`config.mk`:
```
export PLATFORM = sky130hd
export DESIGN_NAME = serial_word_tx_flat
export DESIGN_NICKNAME = d
export VERILOG_FILES = /design/src/rtl/serial_word_tx_pkg.sv /design/src/rtl/serial_word_tx_if.sv /design/src/rtl/serial_word_tx.sv /design/src/flat_wrapper.sv
export SDC_FILE = /design/constraint.sdc
export NUM_CORES = 1
export LEC_CHECK = 0
export CAP_MARGIN = 40
export CORE_MARGIN = 2
export CORE_UTILIZATION = 50
export CTS_BUF_LIST = sky130_fd_sc_hd__clkbuf_8
export CTS_CLUSTER_DIAMETER = 40
export DETAILED_ROUTE_END_ITERATION = 8
export GPL_ROUTABILITY_DRIVEN = 0
export GPL_TIMING_DRIVEN = 0
export PLACE_DENSITY = 0.78
export SYNTH_ARGS = -nofsm -noshare
export SYNTH_HDL_FRONTEND = slang
export SYNTH_SLANG_ARGS = --single-unit
```
`constraint.sdc`:
```
create_clock -name clk -period 5.45 [get_ports clk]
set_input_delay 1.09 -clock clk [delete_from_list [all_inputs] [get_ports clk]]
set_output_delay 1.09 -clock clk [all_outputs]
set_load 0.01 [all_outputs]
```
`src/rtl/serial_word_tx_pkg.sv`:
```
// ---------------------------------------------------------------------------
// serial_pkg
// Shared types and helpers for the serial word transmitter.
//   state_e  : transmitter FSM states (idle, shifting bits, inter-word gap)
//   LEN_W    : length-field width for the default 8-bit word
//   eff_len  : clamps a requested bit length into 1..width
// ---------------------------------------------------------------------------
package serial_pkg;

    typedef enum logic [1:0] {
        ST_IDLE  = 2'd0,
        ST_SHIFT = 2'd1,
        ST_GAP   = 2'd2
    } state_e;

    localparam int DEFAULT_WIDTH = 8;
    localparam int LEN_W         = $clog2(DEFAULT_WIDTH + 1);

    // A length of zero, or anything longer than the word, means "send the
    // whole word"; every other value is taken as-is.
    function automatic int unsigned eff_len(input int unsigned len,
                                            input int unsigned width);
        if ((len == 0) || (len > width)) begin
            return width;
        end
        return len;
    endfunction

endpackage

```
`src/rtl/serial_word_tx_if.sv`:
```
// ---------------------------------------------------------------------------
// serial_word_tx_if
// Bundles the word-load handshake and the serial output strobes.
//   load_valid/load_ready : word handshake (producer -> transmitter)
//   load_data/load_len    : word and its bit length
//   serial_ip, bit_valid  : serial bit stream and its qualifier
//   sof/eof               : first/last bit markers
//   busy                  : transmitter not idle
// master = word producer, slave = transmitter.
// ---------------------------------------------------------------------------
interface serial_word_tx_if #(
    parameter int WIDTH = 8
) ();

    localparam int LW = $clog2(WIDTH + 1);

    logic             load_valid;
    logic             load_ready;
    logic [WIDTH-1:0] load_data;
    logic [LW-1:0]    load_len;
    logic             serial_ip;
    logic             bit_valid;
    logic             sof;
    logic             eof;
    logic             busy;

    modport master (
        output load_valid, load_data, load_len,
        input  load_ready, serial_ip, bit_valid, sof, eof, busy
    );

    modport slave (
        input  load_valid, load_data, load_len,
        output load_ready, serial_ip, bit_valid, sof, eof, busy
    );

endinterface

```
`src/rtl/serial_word_tx.sv`:
```
// ---------------------------------------------------------------------------
// serial_word_tx
// Takes one parallel word plus a bit length over a valid/ready handshake and
// shifts it out MSB-first, one bit per clock, followed by GAP idle cycles.
// Ports:
//   clk   : rising-edge clock
//   rst_n : synchronous active-low reset
//   bus   : serial_word_tx_if slave (load handshake in, serial strobes out)
// ---------------------------------------------------------------------------
module serial_word_tx
    import serial_pkg::*;
#(
    parameter int WIDTH = 8,
    parameter int GAP   = 1
) (
    input  logic           clk,
    input  logic           rst_n,
    serial_word_tx_if.slave bus
);

    localparam int LW = $clog2(WIDTH + 1);
    localparam int GW = (GAP > 1) ? $clog2(GAP) : 1;

    state_e           state_q, state_d;
    logic [WIDTH-1:0] shift_q, shift_d;
    logic [LW-1:0]    cnt_q, cnt_d;
    logic [GW-1:0]    gap_q, gap_d;
    logic             first_q, first_d;
    int unsigned      lenEff;

    // State and datapath registers; reset discards any word in flight.
    always_ff @(posedge clk) begin
        if (!rst_n) begin
            state_q <= ST_IDLE;
            shift_q <= '0;
            cnt_q   <= '0;
            gap_q   <= '0;
            first_q <= 1'b0;
        end else begin
            state_q <= state_d;
            shift_q <= shift_d;
            cnt_q   <= cnt_d;
            gap_q   <= gap_d;
            first_q <= first_d;
        end
    end

    // Next-state logic. The word is left-aligned on capture so the shifter
    // always emits from its top bit; the counter holds the bits remaining
    // after the current one, so zero marks the last bit.
    always_comb begin
        state_d = state_q;
        shift_d = shift_q;
        cnt_d   = cnt_q;
        gap_d   = gap_q;
        first_d = first_q;
        lenEff  = eff_len(32'(bus.load_len), WIDTH);

        case (state_q)
            ST_IDLE: begin
                if (bus.load_valid) begin
                    shift_d = bus.load_data << (WIDTH - lenEff);
                    cnt_d   = LW'(lenEff - 1);
                    first_d = 1'b1;
                    state_d = ST_SHIFT;
                end
            end
            ST_SHIFT: begin
                shift_d = shift_q << 1;
                first_d = 1'b0;
                if (cnt_q == '0) begin
                    if (GAP > 0) begin
                        gap_d   = GW'(GAP - 1);
                        state_d = ST_GAP;
                    end else begin
                        state_d = ST_IDLE;
                    end
                end else begin
                    cnt_d = cnt_q - 1'b1;
                end
            end
            ST_GAP: begin
                if (gap_q == '0) begin
                    state_d = ST_IDLE;
                end else begin
                    gap_d = gap_q - 1'b1;
                end
            end
            default: begin
                state_d = ST_IDLE;
            end
        endcase
    end

    // Outputs decode registered state only; framing is masked outside SHIFT.
    assign bus.load_ready = (state_q == ST_IDLE);
    assign bus.busy       = (state_q != ST_IDLE);
    assign bus.bit_valid  = (state_q == ST_SHIFT);
    assign bus.serial_ip  = bus.bit_valid & shift_q[WIDTH-1];
    assign bus.sof        = bus.bit_valid & first_q;
    assign bus.eof        = bus.bit_valid & (cnt_q == '0);

endmodule

```
`src/flat_wrapper.sv`:
```
// flat-port wrapper written by rule: the top's interface ports become plain ports
module serial_word_tx_flat import serial_pkg::*;
#(
    parameter int WIDTH = 8,
    parameter int GAP   = 1
)
  (clk, rst_n, bus_load_valid, bus_load_data, bus_load_len, bus_load_ready, bus_serial_ip, bus_bit_valid, bus_sof, bus_eof, bus_busy);
  serial_word_tx_if #(.WIDTH(WIDTH)) bus_i ();
  input  logic clk;
  input  logic rst_n;
  input wire logic [$bits(bus_i.load_valid)-1:0] bus_load_valid;
  input wire logic [$bits(bus_i.load_data)-1:0] bus_load_data;
  input wire logic [$bits(bus_i.load_len)-1:0] bus_load_len;
  output wire logic [$bits(bus_i.load_ready)-1:0] bus_load_ready;
  output wire logic [$bits(bus_i.serial_ip)-1:0] bus_serial_ip;
  output wire logic [$bits(bus_i.bit_valid)-1:0] bus_bit_valid;
  output wire logic [$bits(bus_i.sof)-1:0] bus_sof;
  output wire logic [$bits(bus_i.eof)-1:0] bus_eof;
  output wire logic [$bits(bus_i.busy)-1:0] bus_busy;
  assign bus_i.load_valid = bus_load_valid;
  assign bus_i.load_data = bus_load_data;
  assign bus_i.load_len = bus_load_len;
  assign bus_load_ready = bus_i.load_ready;
  assign bus_serial_ip = bus_i.serial_ip;
  assign bus_bit_valid = bus_i.bit_valid;
  assign bus_sof = bus_i.sof;
  assign bus_eof = bus_i.eof;
  assign bus_busy = bus_i.busy;
  serial_word_tx #(.WIDTH(WIDTH), .GAP(GAP)) u_core (.clk(clk), .rst_n(rst_n), .bus(bus_i));
endmodule
```
==> results of run 1 <==
## cell type report
class / instances / area share, %
clock buffers: 3 / 3.13
clock inverters: 1 / 0.379
inverters: 8 / 2.27
flip-flops and latches: 15 / 22.7
well taps: 27 / 2.56
repair buffers: 20 / 15.2
multi-input cells: 106 / 51.8
plain buffers: 5 / 1.90
## worst min-delay path, stage by stage (launching register included)
cell and delay, ns:
dfxtp_1 0.31, nand2_1 0.06, nor2_1 0.04
## cell families (layout without fill, tap and decap cells)
group / Yosys count / count (layout)
compound gates: 45 / 45
xor+xnor: 2 / 2
fa+ha+maj: 2 / 2
buf+inv: 13 / 37
flops: 15 / 15
mux: 4 / 4
simple gates: 53 / 53
## metal layers
metal  global-route usage [%]  vias to the layer above  wire, um
met1                     28.6                      506      1180
met4                     6.94                        0        33
li1                         -                      541         -
met3                     5.15                        5       144
met2                     40.9                       32      1290
met5                        0                        -         0
## worst paths after layout
path                      from                end  depth (start not counted)
max            bus_load_len[0]  u_core.shift_q[4]                          9
min reg2reg    u_core.cnt_q[3]    u_core.cnt_q[3]                          2
max reg2reg  u_core.state_q[0]    u_core.cnt_q[2]                         10
min            u_core.cnt_q[3]    u_core.cnt_q[3]                          2
## power groups by stage
stage	clock, mW	combinational [mW]	sequential [mW]
2_1_floorplan	0	0.0750	0.130
4_1_cts	0.0922	0.115	0.130
6_report	0.0897	0.116	0.130
5_1_grt	0.0976	0.127	0.131
3_5_place_dp	0	0.114	0.132
3_3_place_gp	0	0.112	0.131
## state kept, by name, summed over array words and instances, names as in the netlist
register and cells:
u_core.shift_q 8, u_core.state_q 2, u_core.cnt_q 4, u_core.first_q 1
## cells in the mapped netlist (2+ instances only)
library cell / count / share of area [%]
ha_1: 2 / 2.4
a21oi_1: 10 / 4.8
clkbuf_1: 2 / 0.72
o21ba_2: 2 / 1.9
o221ai_1: 2 / 1.7
nand2_1: 17 / 6.1
mux2i_1: 4 / 3.9
nand2b_1: 3 / 1.8
nor4_1: 3 / 1.8
dfxtp_1: 15 / 29
nor3_1: 4 / 1.9
and2_1: 5 / 3.0
a211oi_1: 2 / 1.4
nor2_1: 8 / 2.9
and3_1: 2 / 1.2
inv_1: 7 / 2.5
nor2b_1: 4 / 2.4
o211ai_1: 3 / 2.2
nand4_1: 2 / 1.2
a311oi_1: 2 / 1.7
a222oi_1: 2 / 1.9
a22o_1: 4 / 3.4
buf_2: 2 / 0.96
o21ai_0: 9 / 4.3
==> flow_metrics.env, run 1 <==
export IMPL_fp_dieH_um=49.6
export IMPL_die_x_um=49.6
export IMPL_synthesis_area_um2=1040
export IMPL_tns_ns=0
export IMPL_holdWs_ns=0.452
export IMPL_clock_power_share_pct=26.7
export IMPL_synth_xor_area_share_pct=1.68
export IMPL_end_kind="register"
export IMPL_grt_first_pass_wirelength_mm=4.45
export IMPL_cts_setup_buffers=0
export IMPL_fmax_mhz=314
export IMPL_tightest_slew_ns=0.639
export IMPL_insertion_delay_ns=0.25
export IMPL_dp_slack_ns=2.06
export IMPL_period_minus_slack_ns=3.19
export IMPL_critical_path_max_stage_delay_ns=0.52
export IMPL_avgViaCountPerCell=5.86
export IMPL_cts_tree="done"
export IMPL_drv_slew=0
export IMPL_overflow=0
export IMPL_syn_area_per_cell_um2=7.76
export IMPL_synth_edf_count=0
export IMPL_gr_usage_all_layers_pct=23.4
export IMPL_p_sw_mw=0.112
export IMPL_htreeDepth=1
export IMPL_dpl_cell_area_um2=1270
export IMPL_synthSimpleGateAreaFrac_pct=26.1
export IMPL_netlist_instances=134
export IMPL_relSlewSlack_pct=57.0
export IMPL_seq_power_share_pct=38.8
export IMPL_dpl_hpwl_mm=2.01
export IMPL_clk_pin_slew_ns=0.06
export IMPL_fin_nets=176
export IMPL_instances_no_fill=185
export IMPL_synth_adder_area_share_pct=2.41
export IMPL_worstPathRequired_ns=5.59
export IMPL_synth_fp_nets=151
export IMPL_area_sequential_um2=300
export IMPL_clock_sinks=15
export IMPL_grt_setup_unrepaired="no"
export IMPL_cp_cell_sequence="clkdlybuf4s50_1 -> nor2b_1 -> buf_4 -> inv_2 -> ha_1 -> clkbuf_1 -> o21ai_0 -> o311a_1 -> a22o_1"
export IMPL_wl_per_cell_um=14.3
export IMPL_final_setup_worst_slack_ns=2.26
export IMPL_swShare_pct=33.3
export IMPL_initial_core_util_pct=53.0
export IMPL_layout_drive_gt1_share_pct=9.49
export IMPL_post_route_util_pct=67.3
export IMPL_pwr_share_comb_pct=34.5
export IMPL_vias=1084
export IMPL_first_pass_iters=4
export IMPL_cts_made_buffers=3
export IMPL_p_int_mw=0.224
export IMPL_drt_iter0_drc=33
export IMPL_leakagePower_nw=0.519
export IMPL_cp_arrival_ns=3.32
export IMPL_synth_cell_types=42
export IMPL_cts_resized_gates=0
export IMPL_area_growth_pct=27.0
export IMPL_run_status="complete, no violations"
export IMPL_maxCapViolCount=0
export IMPL_multi_input_area_um2=684
export IMPL_rows=16
export IMPL_cts_root_buf="clkbuf_8"
export IMPL_place_inst=181
export IMPL_ant_nets=0
export IMPL_grt_pass1_vias=994
export IMPL_final_setup_viol_count=0
export IMPL_hold_viol_final=0
export IMPL_rrSetupSlack_ns=3.44
export IMPL_ys_ff_latch=15
export IMPL_core_um2=1960
export IMPL_crit_slowest_cell="clkdlybuf4s50_1"
export IMPL_fillers=195
export IMPL_cp_max_fo=10
export IMPL_cp_top_family="buffers and inverters"
export IMPL_power_density_nw_per_um2=254
export IMPL_ys_warnings_count=0
export IMPL_synth_mux_area_share_pct=3.85
export IMPL_setup_worst_path_class="primary input to register"
export IMPL_synth_top_flop_cell="dfxtp_1"
export IMPL_drc=0
export IMPL_start_kind="primary input"
export IMPL_fin_crit_sh_pct=58.5
export IMPL_final_cell_mix="clkdlybuf4s50_1, nand2_1, dfxtp_1"
export IMPL_hold_buffers=0
export IMPL_wl_mm=2.65
export IMPL_clock_skew_ns=0.00184
export IMPL_critPathBufInv=4
export IMPL_yosysSeqAreaShare_pct=28.9
export IMPL_design_area_um2=1320
export IMPL_synth_compound_area_share_pct=31.8
export IMPL_cts_buffer_depth=2
export IMPL_grt_start_max_net_pins=11
export IMPL_insertedDiodeCount=0
export IMPL_synth_top_family_by_area="compound AO/OA/AOI/OAI gates"
export IMPL_antenna_found_initial=0
export IMPL_final_common_cell="clkdlybuf4s50_1"
export IMPL_portBuffers=20
export IMPL_power_mw=0.336
export IMPL_ios=21
export IMPL_die_area_um2=2460
export IMPL_hold_class="register to register"
export IMPL_vdd_ir_drop_max_v=0.000162
export IMPL_async_flop_share_pct=0
Note: power is estimated with default switching activity, not from simulation.
==> run 2: changes to the inputs <==
--- a/config.mk
+++ b/config.mk
@@ -7,13 +7,13 @@
 export LEC_CHECK = 0
 export CAP_MARGIN = 40
 export CORE_MARGIN = 2
-export CORE_UTILIZATION = 50
+export CORE_UTILIZATION = 47
 export CTS_BUF_LIST = sky130_fd_sc_hd__clkbuf_8
 export CTS_CLUSTER_DIAMETER = 40
 export DETAILED_ROUTE_END_ITERATION = 8
 export GPL_ROUTABILITY_DRIVEN = 0
 export GPL_TIMING_DRIVEN = 0
-export PLACE_DENSITY = 0.78
+export PLACE_DENSITY = 0.77
 export SYNTH_ARGS = -nofsm -noshare
 export SYNTH_HDL_FRONTEND = slang
 export SYNTH_SLANG_ARGS = --single-unit
==> constraint.sdc (replaced) <==
create_clock -name clk -period 2.68 [get_ports clk]
set_input_delay 0.536 -clock clk [delete_from_list [all_inputs] [get_ports clk]]
set_output_delay 0.536 -clock clk [all_outputs]
set_load 0.01 [all_outputs]
==> run 2 against run 1 <==
Cell count rose by 0.54%. Clock skew rose by 0.0022 ns. Hold slack got worse by 0.011 ns. Via count rose by 1.5%. Global-route usage fell by 2.6 points. Sequential share of layout area fell by 0.38 points. Cell area rose by 1.7%. Power rose by 100%. Sequential power rose by 100%. Register-to-register slack got worse by 2.6 ns. Largest power group unchanged. Highest routed layer unchanged.
==> flow_metrics.env, run 2 (same netlist as run 1, synthesis figures left out) <==
export IMPL_rows=17
export IMPL_start_kind="register"
export IMPL_first_pass_iters=4
export IMPL_worstPathRequired_ns=2.14
export IMPL_drv_slew=0
export IMPL_htreeDepth=1
export IMPL_fmax_mhz=397
export IMPL_critical_path_max_stage_delay_ns=0.53
export IMPL_clock_skew_ns=0.00401
export IMPL_power_density_nw_per_um2=509
export IMPL_hold_buffers=0
export IMPL_top_register="u_core.shift_q"
export IMPL_largest_reg_flops=8
export IMPL_vias=1100
export IMPL_ios=21
export IMPL_core_um2=2150
export IMPL_final_common_cell="clkdlybuf4s50_1"
export IMPL_die_x_um=51.0
export IMPL_hold_viol_final=0
export IMPL_use_met3_pct=3.51
export IMPL_wl_mm=2.51
export IMPL_crit_slowest_cell="clkdlybuf4s50_1"
export IMPL_clock_sinks=15
export IMPL_cp_max_fo=10
export IMPL_avgViaCountPerCell=5.91
export IMPL_drt_iter0_drc=43
export IMPL_dpl_hpwl_mm=1.95
export IMPL_grt_setup_unrepaired="no"
export IMPL_ant_nets=0
export IMPL_cp_common_cell="buf_2"
export IMPL_grt_start_max_net_pins=11
export IMPL_clk_pin_slew_ns=0.06
export IMPL_final_cell_mix="clkdlybuf4s50_1, nand2_1, dfxtp_1"
export IMPL_insertedDiodeCount=0
export IMPL_insertion_delay_ns=0.26
export IMPL_fillers=209
export IMPL_cp_cell_sequence="buf_2 -> nand2_2 -> inv_2 -> buf_2 -> and2_1 -> clkdlybuf4s50_1"
export IMPL_leakagePower_nw=0.524
export IMPL_post_route_util_pct=62.5
export IMPL_fin_crit_sh_pct=94.1
export IMPL_initial_core_util_pct=48.4
export IMPL_setup_worst_path_class="register to output pin"
export IMPL_cp_arrival_ns=1.98
export IMPL_maxCapViolCount=0
export IMPL_run_status="complete, no violations"
export IMPL_final_setup_worst_slack_ns=0.159
export IMPL_tightest_slew_ns=0.674
export IMPL_relSlewSlack_pct=54.6
export IMPL_overflow=0
export IMPL_gr_usage_all_layers_pct=20.9
export IMPL_fin_nets=176
export IMPL_grt_use_met1_pct=24.5
export IMPL_cts_made_buffers=3
export IMPL_fp_dieH_um=51.0
export IMPL_area_growth_pct=29.1
export IMPL_grt_pass1_vias=963
export IMPL_wl_per_cell_um=13.5
export IMPL_portBuffers=20
export IMPL_top_usage_layer="met2"
export IMPL_drc=0
export IMPL_antenna_found_initial=0
export IMPL_hold_class="register to register"
export IMPL_reg_top3="u_core.shift_q: 8 flops, u_core.cnt_q: 4 flops, u_core.state_q: 2 flops"
export IMPL_layout_drive_gt1_share_pct=11.4
export IMPL_cts_buffer_depth=2
export IMPL_dp_slack_ns=-0.159
export IMPL_cts_root_buf="clkbuf_8"
export IMPL_use_met2_pct=36.1
export IMPL_end_kind="output pin"
export IMPL_final_setup_viol_count=0
export IMPL_period_minus_slack_ns=2.52
export IMPL_vdd_ir_drop_max_v=0.000317
export IMPL_grt_first_pass_wirelength_mm=4.09
export IMPL_cts_tree="done"
export IMPL_die_area_um2=2600
-- run 2: timing repair --
item	CTS	global route
resized for setup	0	6
setup buffers	0	0
setup endpoints to repair	0	5
-- run 2: worst paths after layout --
path | startpoint | slack [ns] | cells after the start | end
worst max register to register | u_core.state_q[0] | 0.84 | 10 | u_core.cnt_q[2]
worst max-delay path | u_core.state_q[0] | 0.16 | 6 | bus_eof
worst min register to register | u_core.cnt_q[3] | 0.44 | 2 | u_core.cnt_q[3]
worst min-delay path | u_core.cnt_q[3] | 0.44 | 2 | u_core.cnt_q[3]
-- run 2: worst max-delay path, delay by kind of cell (launching register included) --
kind | cells | cell delay, ns
flops | 1 | 0.30
buf+inv | 4 | 1.11
simple gates | 2 | 0.31
-- run 2: cell type report --
cell class	instances	area, um2	share of cell area, %
well taps	28	35.0	2.61
inverters	8	30.0	2.24
clock buffers	3	41.3	3.08
multi-input cells	106	706	52.6
plain buffers	5	26.3	1.96
repair buffers	20	200	14.9
flip-flops and latches	15	300	22.4
clock inverters	1	3.75	0.280
-- run 2: routing by layer --
| layer | vias up | wire, um | share of wire, % |
|---|---|---|---|
| met3 | 5 | 191 | 7.6 |
| met5 | - | 0 | 0 |
| li1 | 543 | - | - |
| met2 | 53 | 1150 | 46 |
| met1 | 499 | 1100 | 44 |
| met4 | 0 | 66 | 2.6 |
-- run 2: power breakdown --
group / internal (mW) / switching [mW]
combinational: 0.110 / 0.127
clock: 0.102 / 0.0809
sequential: 0.246 / 0.0181
total: 0.458 / 0.226
-- run 2: through the flow --
step                      cell area [um2]  TNS, ns  power (mW)  std cells  hold slack, ns
final                                1340        0       0.684        186           0.441
after detailed placement             1270   -0.385       0.497        182           0.433
after global placement               1270   -0.237       0.493        182           0.429
after floorplan                      1040        0       0.416        134           0.415
after global routing                 1340        0       0.719        186           0.460
after CTS                            1320        0       0.673        186           0.442
==> run 3: changes to the inputs <==
--- a/config.mk
+++ b/config.mk
@@ -5,7 +5,6 @@
 export SDC_FILE = /design/constraint.sdc
 export NUM_CORES = 1
 export LEC_CHECK = 0
-export CAP_MARGIN = 40
 export CORE_MARGIN = 2
 export CORE_UTILIZATION = 47
 export CTS_BUF_LIST = sky130_fd_sc_hd__clkbuf_8
==> results of run 3 <==
Final layout, timing and power as in run 2 (identical DEF).
